--- src/rtl/execute_mc_pkg.sv ---
// Shared definitions for the execute_mc slice: operation codes and the
// multiplier control FSM states.
package exec_mc_defs;

  typedef enum logic [3:0] {
    OP_ADD  = 4'd0,
    OP_SUB  = 4'd1,
    OP_AND  = 4'd2,
    OP_XOR  = 4'd3,
    OP_ROL  = 4'd4,
    OP_ROR  = 4'd5,
    OP_SLL  = 4'd6,
    OP_SRL  = 4'd7,
    OP_SEQ  = 4'd8,
    OP_SLT  = 4'd9,
    OP_SLE  = 4'd10,
    OP_SCO  = 4'd11,
    OP_BTR  = 4'd12,
    OP_SLBI = 4'd13,
    OP_MUL  = 4'd14,
    OP_ILL  = 4'd15
  } op_e;

  typedef enum logic [1:0] {
    ST_IDLE = 2'd0,
    ST_MUL  = 2'd1,
    ST_DONE = 2'd2
  } state_e;

  localparam int unsigned SLBI_SHIFT = 8;

endpackage

--- src/rtl/execute_mc_mult_iter.sv ---
// Iterative shift-add multiplier producing the low WIDTH bits of a*b.
// One partial product per cycle; done_o is high during the final iteration.
module mult_iter #(
  parameter int WIDTH = 16
) (
  input  logic             clk,
  input  logic             rst,
  input  logic             start_i,
  input  logic [WIDTH-1:0] a_i,
  input  logic [WIDTH-1:0] b_i,
  output logic             done_o,
  output logic [WIDTH-1:0] product_o
);

  localparam int CW = $clog2(WIDTH);
  localparam logic [CW-1:0] LAST = CW'(WIDTH - 1);

  logic             running_q;
  logic [CW-1:0]    cnt_q;
  logic [WIDTH-1:0] acc_q;
  logic [WIDTH-1:0] mcand_q;
  logic [WIDTH-1:0] mplier_q;
  logic [WIDTH-1:0] acc_d;

  // product_o is the accumulator after the current step, so the parent can
  // capture the full product on the same edge that completes the last step.
  assign acc_d     = mplier_q[0] ? (acc_q + mcand_q) : acc_q;
  assign done_o    = running_q && (cnt_q == LAST);
  assign product_o = acc_d;

  always_ff @(posedge clk) begin
    if (rst) begin
      running_q <= 1'b0;
      cnt_q     <= '0;
      acc_q     <= '0;
      mcand_q   <= '0;
      mplier_q  <= '0;
    end else if (start_i) begin
      running_q <= 1'b1;
      cnt_q     <= '0;
      acc_q     <= '0;
      mcand_q   <= a_i;
      mplier_q  <= b_i;
    end else if (running_q) begin
      acc_q    <= acc_d;
      mcand_q  <= mcand_q << 1;
      mplier_q <= mplier_q >> 1;
      cnt_q    <= cnt_q + 1'b1;
      if (cnt_q == LAST) begin
        running_q <= 1'b0;
      end
    end
  end

endmodule

--- src/rtl/execute_mc.sv ---
// Execute unit: single-cycle ALU plus optional iterative multiply with a
// valid/ready handshake on both sides. MUL is built only with EXECUTE_MC_MUL_EN.
module execute_mc
  import exec_mc_defs::*;
#(
  parameter int WIDTH = 16,
  parameter int SHW   = $clog2(WIDTH)
) (
  input  logic             clk,
  input  logic             rst,
  input  logic             in_valid,
  output logic             in_ready,
  input  logic [3:0]       op,
  input  logic [WIDTH-1:0] a,
  input  logic [WIDTH-1:0] b,
  input  logic [WIDTH-1:0] pc,
  input  logic [WIDTH-1:0] imm,
  output logic             out_valid,
  input  logic             out_ready,
  output logic [WIDTH-1:0] result,
  output logic [WIDTH-1:0] branch_tgt,
  output logic             zero,
  output logic             ltz,
  output logic             ofl,
  output logic             err,
  output logic             busy
);

  logic             accept;
  logic             mulOp;
  logic [WIDTH-1:0] aluRes;
  logic             aluOfl;
  logic             aluErr;
  logic [WIDTH:0]   addFull;
  logic [WIDTH-1:0] subRes;
  logic [SHW-1:0]   amt;
  logic [SHW:0]     amtInv;
  logic [WIDTH-1:0] tgt;

  logic             outValid_q;
  logic [WIDTH-1:0] result_q;
  logic [WIDTH-1:0] branch_q;
  logic             zero_q;
  logic             ltz_q;
  logic             ofl_q;
  logic             err_q;

`ifdef EXECUTE_MC_MUL_EN
  state_e           state_q;
  logic             multDone;
  logic [WIDTH-1:0] multProd;

  assign mulOp = (op_e'(op) == OP_MUL);
  assign busy  = (state_q != ST_IDLE);

  mult_iter #(
    .WIDTH(WIDTH)
  ) u_mult (
    .clk      (clk),
    .rst      (rst),
    .start_i  (accept && mulOp),
    .a_i      (a),
    .b_i      (b),
    .done_o   (multDone),
    .product_o(multProd)
  );
`else
  assign mulOp = 1'b0;
  assign busy  = 1'b0;
`endif

  assign in_ready   = ~busy & (~outValid_q | out_ready);
  assign accept     = in_valid & in_ready;
  assign tgt        = pc + imm;
  assign out_valid  = outValid_q;
  assign result     = result_q;
  assign branch_tgt = branch_q;
  assign zero       = zero_q;
  assign ltz        = ltz_q;
  assign ofl        = ofl_q;
  assign err        = err_q;

  // Rotates are built from two opposing shifts; a zero amount makes the
  // complementary shift equal WIDTH, which contributes nothing.
  always_comb begin
    amt     = b[SHW-1:0];
    amtInv  = (SHW+1)'(WIDTH) - {1'b0, amt};
    addFull = {1'b0, a} + {1'b0, b};
    subRes  = a - b;
    aluRes  = '0;
    aluOfl  = 1'b0;
    aluErr  = 1'b0;
    case (op_e'(op))
      OP_ADD: begin
        aluRes = addFull[WIDTH-1:0];
        aluOfl = (a[WIDTH-1] == b[WIDTH-1]) && (addFull[WIDTH-1] != a[WIDTH-1]);
      end
      OP_SUB: begin
        aluRes = subRes;
        aluOfl = (a[WIDTH-1] != b[WIDTH-1]) && (subRes[WIDTH-1] != a[WIDTH-1]);
      end
      OP_AND:  aluRes = a & b;
      OP_XOR:  aluRes = a ^ b;
      OP_ROL:  aluRes = (a << amt) | (a >> amtInv);
      OP_ROR:  aluRes = (a >> amt) | (a << amtInv);
      OP_SLL:  aluRes = a << amt;
      OP_SRL:  aluRes = a >> amt;
      OP_SEQ:  aluRes[0] = (a == b);
      OP_SLT:  aluRes[0] = ($signed(a) < $signed(b));
      OP_SLE:  aluRes[0] = ($signed(a) <= $signed(b));
      OP_SCO:  aluRes[0] = addFull[WIDTH];
      OP_BTR: begin
        for (int i = 0; i < WIDTH; i++) begin
          aluRes[i] = a[WIDTH-1-i];
        end
      end
      OP_SLBI: begin
        aluRes      = a << SLBI_SHIFT;
        aluRes[7:0] = b[7:0];
      end
      default: aluErr = 1'b1;
    endcase
  end

  // Output registers and, when built, the IDLE/MUL/DONE sequencer. A MUL
  // accepted in IDLE drops out_valid until the multiplier finishes.
  always_ff @(posedge clk) begin
    if (rst) begin
      outValid_q <= 1'b0;
      result_q   <= '0;
      branch_q   <= '0;
      zero_q     <= 1'b0;
      ltz_q      <= 1'b0;
      ofl_q      <= 1'b0;
      err_q      <= 1'b0;
`ifdef EXECUTE_MC_MUL_EN
      state_q    <= ST_IDLE;
`endif
    end else begin
      if (accept) begin
        branch_q <= tgt;
        if (mulOp) begin
          outValid_q <= 1'b0;
        end else begin
          outValid_q <= 1'b1;
          result_q   <= aluRes;
          zero_q     <= ~aluErr & (aluRes == '0);
          ltz_q      <= ~aluErr & aluRes[WIDTH-1];
          ofl_q      <= aluOfl;
          err_q      <= aluErr;
        end
      end else if (outValid_q && out_ready) begin
        outValid_q <= 1'b0;
      end
`ifdef EXECUTE_MC_MUL_EN
      case (state_q)
        ST_IDLE: begin
          if (accept && mulOp) begin
            state_q <= ST_MUL;
          end
        end
        ST_MUL: begin
          if (multDone) begin
            state_q    <= ST_DONE;
            outValid_q <= 1'b1;
            result_q   <= multProd;
            zero_q     <= (multProd == '0);
            ltz_q      <= multProd[WIDTH-1];
            ofl_q      <= 1'b0;
            err_q      <= 1'b0;
          end
        end
        ST_DONE: begin
          if (out_ready) begin
            state_q <= ST_IDLE;
          end
        end
        default: state_q <= ST_IDLE;
      endcase
`endif
    end
  end

endmodule

--- config.mk ---
export PLATFORM = sky130hd
export DESIGN_NAME = execute_mc
export DESIGN_NICKNAME = d
export VERILOG_FILES = /design/src/rtl/execute_mc_pkg.sv /design/src/rtl/execute_mc_mult_iter.sv /design/src/rtl/execute_mc.sv
export SDC_FILE = /design/constraint.sdc
export NUM_CORES = 1
export LEC_CHECK = 0
export CORE_AREA = 10 10 128 130
export DETAILED_ROUTE_END_ITERATION = 16
export DIE_AREA = 0 0 138 140
export GPL_TIMING_DRIVEN = 0
export PLACE_DENSITY = 0.79
export SLEW_MARGIN = 20
export SYNTH_ARGS = -nofsm -noshare
export SYNTH_HDL_FRONTEND = slang
export SYNTH_SLANG_ARGS = --single-unit
--- constraint.sdc ---
create_clock -name clk -period 4.7 [get_ports clk]
set_input_delay 0.94 -clock clk [delete_from_list [all_inputs] [get_ports clk]]
set_output_delay 0.94 -clock clk [all_outputs]
set_load 0.005 [all_outputs]
=== Yosys cells after proc, flatten, opt, wreduce, memory -nomap -nowiden ===
Index checks and enable logic that the tools add are counted.

* Bits in registers: 37
* Input bits: 72
* Logic and storage cells: 57

* Add/sub/neg operators: 4
* Order comparisons: 2
* Equality and inequality tests: 18
* Shift operators: 4
* Multiplexer cells: 6
* Bitwise logic cells: 9
* Reduce and logical (&&, ||, !) cells: 7

{| class="wikitable"
|+ Operators by type and width
! kind !! count
|-
| case mux 15 bit (10 select lines) || 1
|-
| OR 16 bit || 2
|-
| equality test 4 bit, second input constant || 6
|-
| adder 16 x 16 -> 17 bit || 1
|-
| adder 16 bit || 1
|-
| AND 16 bit || 1
|-
| equality test 16 bit || 1
|-
| equality test 4 x 3 -> 1 bit, second input constant || 4
|-
| less-or-equal comparator 16 bit || 1
|-
| zero test 16 bit || 1
|-
| less-than comparator 16 bit || 1
|-
| << shifter 16 x 4 -> 16 bit || 1
|-
| << shifter 16 x 5 -> 16 bit || 1
|-
| right shift 16 x 4 -> 16 bit || 1
|-
| right shift 16 x 5 -> 16 bit || 1
|-
| subtractor 16 bit || 1
|-
| bitwise XOR 16 bit || 1
|-
| case mux 1 bit (14 select lines) || 1
|-
| OR reduction 14 bit || 1
|-
| equality test 4 x 2 -> 1 bit, second input constant || 2
|-
| subtractor 5 x 4 -> 5 bit, first input constant || 1
|-
| equality test 4 x 1 -> 1 bit, second input constant || 1
|-
| zero test 4 bit || 1
|-
| AND 1 bit || 3
|-
| other kinds (8) || 14
|}

=== Depth between registers and ports, before layout ===
* Depth after elaboration: 6
* Mapped depth: 17

=== Worst setup path after synthesis ===
OpenSTA, ideal clock, no wires.

* Kind: input-to-reg
* From: in b[0]
* To: reg zero_q (netlist: zero)
* Arrival: 4.019 ns
* Data required time: 4.641 ns
* Slack: 0.621 ns
* Cell stages on the path: 15
* Path buffers: 4
* Cell sequence: buf_6 > buf_6 > buf_4 > buf_4 > inv_2 > ha_1 > nor2_1 > mux2_1 > nand2_1 > o22ai_1 > or4b_1 > a211o_1 > nor4_1 > and4_1 > a32o_2

* Word-level cells in the longest chain between the ends: 6

{| class="wikitable"
|+ RTL lines
! element !! line !! text
|-
| from (decl) || execute_mc.sv:15 || <nowiki>input logic [WIDTH-1:0] b,</nowiki>
|-
| subtractor 5 x 4 -> 5 bit || execute_mc.sv:87 || <nowiki>amtInv = (SHW+1)'(WIDTH) - {1'b0, amt};</nowiki>
|-
| << shifter 16 x 5 -> 16 bit / right shift 16 x 5 -> 16 bit (equally long branches) || execute_mc.sv:105, execute_mc.sv:104 ||
|-
| OR 16 bit (on tied branches) || execute_mc.sv:105, execute_mc.sv:104 ||
|-
| case mux 1 bit (14 select lines) / case mux 15 bit (10 select lines) (equally long branches) || execute_mc.sv:93 || <nowiki>case (op_e'(op))</nowiki>
|-
| zero test 16 bit (*) || execute_mc.sv:147 || <nowiki>zero_q <= ~aluErr & (aluRes == '0);</nowiki>
|-
| AND 1 bit (*) || execute_mc.sv:147 ||
|-
| to (signal assigned) || execute_mc.sv:147 ||
|-
| to (decl) || execute_mc.sv:43 || <nowiki>logic zero_q;</nowiki>
|}

Mark *: on every way between the ends. The rest lies on a longest branch, timed or not.
A chain may end at the register's enable or synchronous reset.

=== Worst setup path after layout ===
* From: in b[1]
* To: reg zero_q (netlist: zero)

Same word-level chain as after synthesis.

==> out/results.tsv <==
stage	metric	value	unit
sta	skew	0.003308	ns
yosys	yosys.area_share.simple	24.63	%
worst_setup_path	start_kind	primary input	
sta	fmax	213.6	MHz
floorplanning	rows	43	
yosys	ys.flop_type	dfxtp_1	
power_and_ir_drop	switching_power	768.7	µW
worst_setup_path	end_kind	register	
global_route	overflow	0	
hold_path	hold_path_class	reg -> reg	
worst_setup_path	r2r_cells	6	
final_layout	drive_above_1_share	10.42	%
clocking	numCtsBuffers	5	
floorplanning	io_pins	111	
worst_setup_path	r2r_slack	2.77	ns
clocking	cts-root-buf	clkbuf_16	
detailed_routing	ant_nets	0	
yosys	yosysTopAreaCell	dfxtp_1	
worst_setup_path	arrival	4.91	ns
detailed_routing	routed_wl	34930	µm
clocking	cts_tree	yes	
yosys	syn-num-nets	1112	
detailed_routing	drc	0	
floorplanning	floorplan.core_area	13770	µm²
power_and_ir_drop	power_switching_share	42.05	%
yosys	synth_enable_flop_cells	0	
global_route	grt_usage	32.97	%
sta	tightest_slew	0.9098	ns
sta	period_share	99.61	%
yosys	yosysWarningCount	0	
power_and_ir_drop	p_leak	0.003509	µW
sta	hold_violations	0	
worst_setup_path	crit_type	in -> reg	
detailed_routing	drt-initial-drc-count	1320	
clocking	max-clock-path-buffers	2	
yosys	synth_compound_area_share	27.26	%
yosys	syn-cell-area	7174	µm²
sta	rsz0062_at_grt	false	
final_layout	nets	1227	
hold_path	hold_depth	2	
clocking	ctsHtreeMaxLevel	2	
sta	setup_viol	0	
worst_setup_path	rr_endpoint	branch_tgt[6]$_SDFFE_PP0P_	
clocking	clock-sinks	37	
status	status	complete, no violations	
power_and_ir_drop	power_frac_clock	24.2	%
final_layout	diodes	0	
yosys	syn_area_per_cell	7.262	µm²
clocking	path_clk_slew	0.06	ns
final_layout	fin_cells	1284	
final_layout	areaGrowthSynthToFinish	22.67	%
power_and_ir_drop	p_int	1059	µW
final_layout	final_cell_mix	106 x nor2_1, 106 x clkdlybuf4s50_1, 91 x nand2_1	
global_route	grt_pass1_wl	50970	µm
place	port_buffers	108	
sta	maxSlewViolCount	0	
yosys	async_reset_ff_share	0	%
yosys	synthAdderAreaFrac	9.383	%
yosys	synthTopCellsByArea	dfxtp_1 10%, ha_1 8.5%, mux2i_1 8.1%	
sta	whs	0.4524	ns
power_and_ir_drop	pwr-share-comb	56.4	%
global_route	grt_pass1_vias	8423	
global_route	antenna_found_initial	0	
sta	max-slew-margin-rel	39.19	%
worst_setup_path	crit_fanout	11	
detailed_routing	routed_via_density	7.114	
worst_setup_path	startpoint	b[1]	
yosys	muxShareOfSynthArea	18.40	%
global_route	grt_max_degree	14	
yosys	ys_ff_latch	37	
floorplanning	start_util	52.09	%
yosys	synth_top_family_by_area	compound AO/OA/AOI/OAI gates	
floorplanning	dieArea	19320	µm²
floorplanning	die_h	140	µm
yosys	synth_xor_area_share	2.442	%
clocking	clk_latency	0.28	ns
detailed_routing	first_pass_iters	6	
yosys	netlist.area_leader.share	10.32	%
floorplanning	fp.dieW	138	µm
hold_path	worstHoldStart	branch_tgt[11]$_SDFFE_PP0P_	
detailed_routing	vias	9134	
place	place_congestion	1.071	
clocking	cts_hold_buf	0	
power_and_ir_drop	p_per_area	207.7	nW/µm²
yosys	yosysUniqueCellTypes	88	
yosys	synthCells	988	
sta	min_period	4.682	ns
worst_setup_path	rr_startpoint	out_valid$_SDFFE_PP0P_	
worst_setup_path	required	4.93	ns
sta	layout_setup_ws	0.01810	ns
hold_path	hold_end	branch_tgt[11]$_SDFFE_PP0P_	
place	post-dp-hpwl	26660	µm
yosys	ys_seq_area_share	10.32	%
place	place_ws	-1.071	ns
detailed_routing	wl_per_cell	27.21	µm
final_layout	fin_util	63.90	%
power_and_ir_drop	ir_drop	0.1551	mV
place	place_inst	1276	
power_and_ir_drop	p_seq_share	19.4	%
run	max_cap_violations	0	
==> final cells by class <==
type	count	area, µm²
multi-input combinational	819	6002
inverter	51	191.4
fill	1252	4972
clock inverter	3	68.82
timing repair buffer	108	1079
sequential	37	740.7
buffer	81	369.1
tap	180	225.2
clock buffer	5	125.1
==> worst max-delay path, stage by stage <==
cell             delay, ns
clkdlybuf4s50_1       0.66
inv_1                 0.19
buf_2                 0.32
ha_4                  0.27
nor2_1                0.09
mux2_2                0.39
nand2_4               0.16
o22ai_1               0.23
or4b_1                0.63
a211o_1               0.37
nor4_1                0.31
and4_1                0.23
a32o_2                0.11
==> how the worst max path moves through the flow <==
stage                     depth (start not counted)                 to
after global placement                           15  zero$_SDFFE_PP0P_
after detailed placement                         15  zero$_SDFFE_PP0P_
after floorplan                                  15  zero$_SDFFE_PP0P_
final                                            13  zero$_SDFFE_PP0P_
after global routing                             14  zero$_SDFFE_PP0P_
after CTS                                        15  zero$_SDFFE_PP0P_
==> timing repair <==
item / in CTS / in global routing
gates cloned: 0 / 0
setup endpoints to repair: 19 / 5
buffers inserted: 0 / 0
pin swaps: 0 / 1
gates resized for setup: 33 / 10
==> power by group through the flow <==
stage	Sequential, µW	Combinational, µW	Clock, µW
floorplan	363	592	0
CTS	355	977	440
detailed placement	362	955	0
finish	355	1030	442
global placement	361	952	0
global route	358	1070	451
==> state kept, by name (all words and copies together) (netlist names) <==
signal,flops
zero,1
ofl,1
out_valid,1
ltz,1
result,16
err,1
branch_tgt,16
==> stage by stage <==
stage,instance area [µm²],setup TNS (ns),power [µW]
after detailed placement,8487,-11.21,1317
final,8801,0,1828
after floorplan,7174,0,955.0
after global routing,8801,0,1883
after global placement,8481,-11.45,1313
after CTS,8776,0,1772
==> cell usage after synthesis (all sizes together) (5+ instances only) <==
cell type,n
nor2b,8
o32ai,5
a2bb2oi,5
mux4,23
a32oi,5
a221oi,7
nand3,28
o2111ai,6
and3,5
a211oi,27
a211o,5
nand3b,6
a21o,12
nand2b,15
buf,24
a21oi,76
and2,7
o22ai,11
mux2,17
o211ai,6
mux2i,59
or3,12
a221o,6
o21a,6
or2,7
a2111oi,7
ha,49
a31oi,9
nor4,7
clkbuf,57
nand2,93
xnor2,14
o311ai,5
nand4,6
o21ai,37
nor3,49
o221ai,6
inv,51
o21bai,6
dfxtp,37
nor2,107
==> cells by family (layout without fill, tap and decap cells) <==
kind of cell,Yosys count,count (layout)
adders and majority gates,52,52
buffers and inverters,132,248
and+or+nand+nor,368,368
muxes,99,99
DFF,37,37
xor gates and xnor gates,17,17
AOI/OAI and AO/OA,282,282
other,1,1
==> layer usage <==
metal | global-route usage, % | wire length (µm) | vias to the layer above
li1 | - | - | 3935
met1 | 40.88 | 12760 | 4242
met2 | 50.73 | 14930 | 802
met3 | 8.756 | 4946 | 155
met4 | 18.42 | 2294 | 0
met5 | 0 | 0 | -
(Power assumes the default switching activity.)
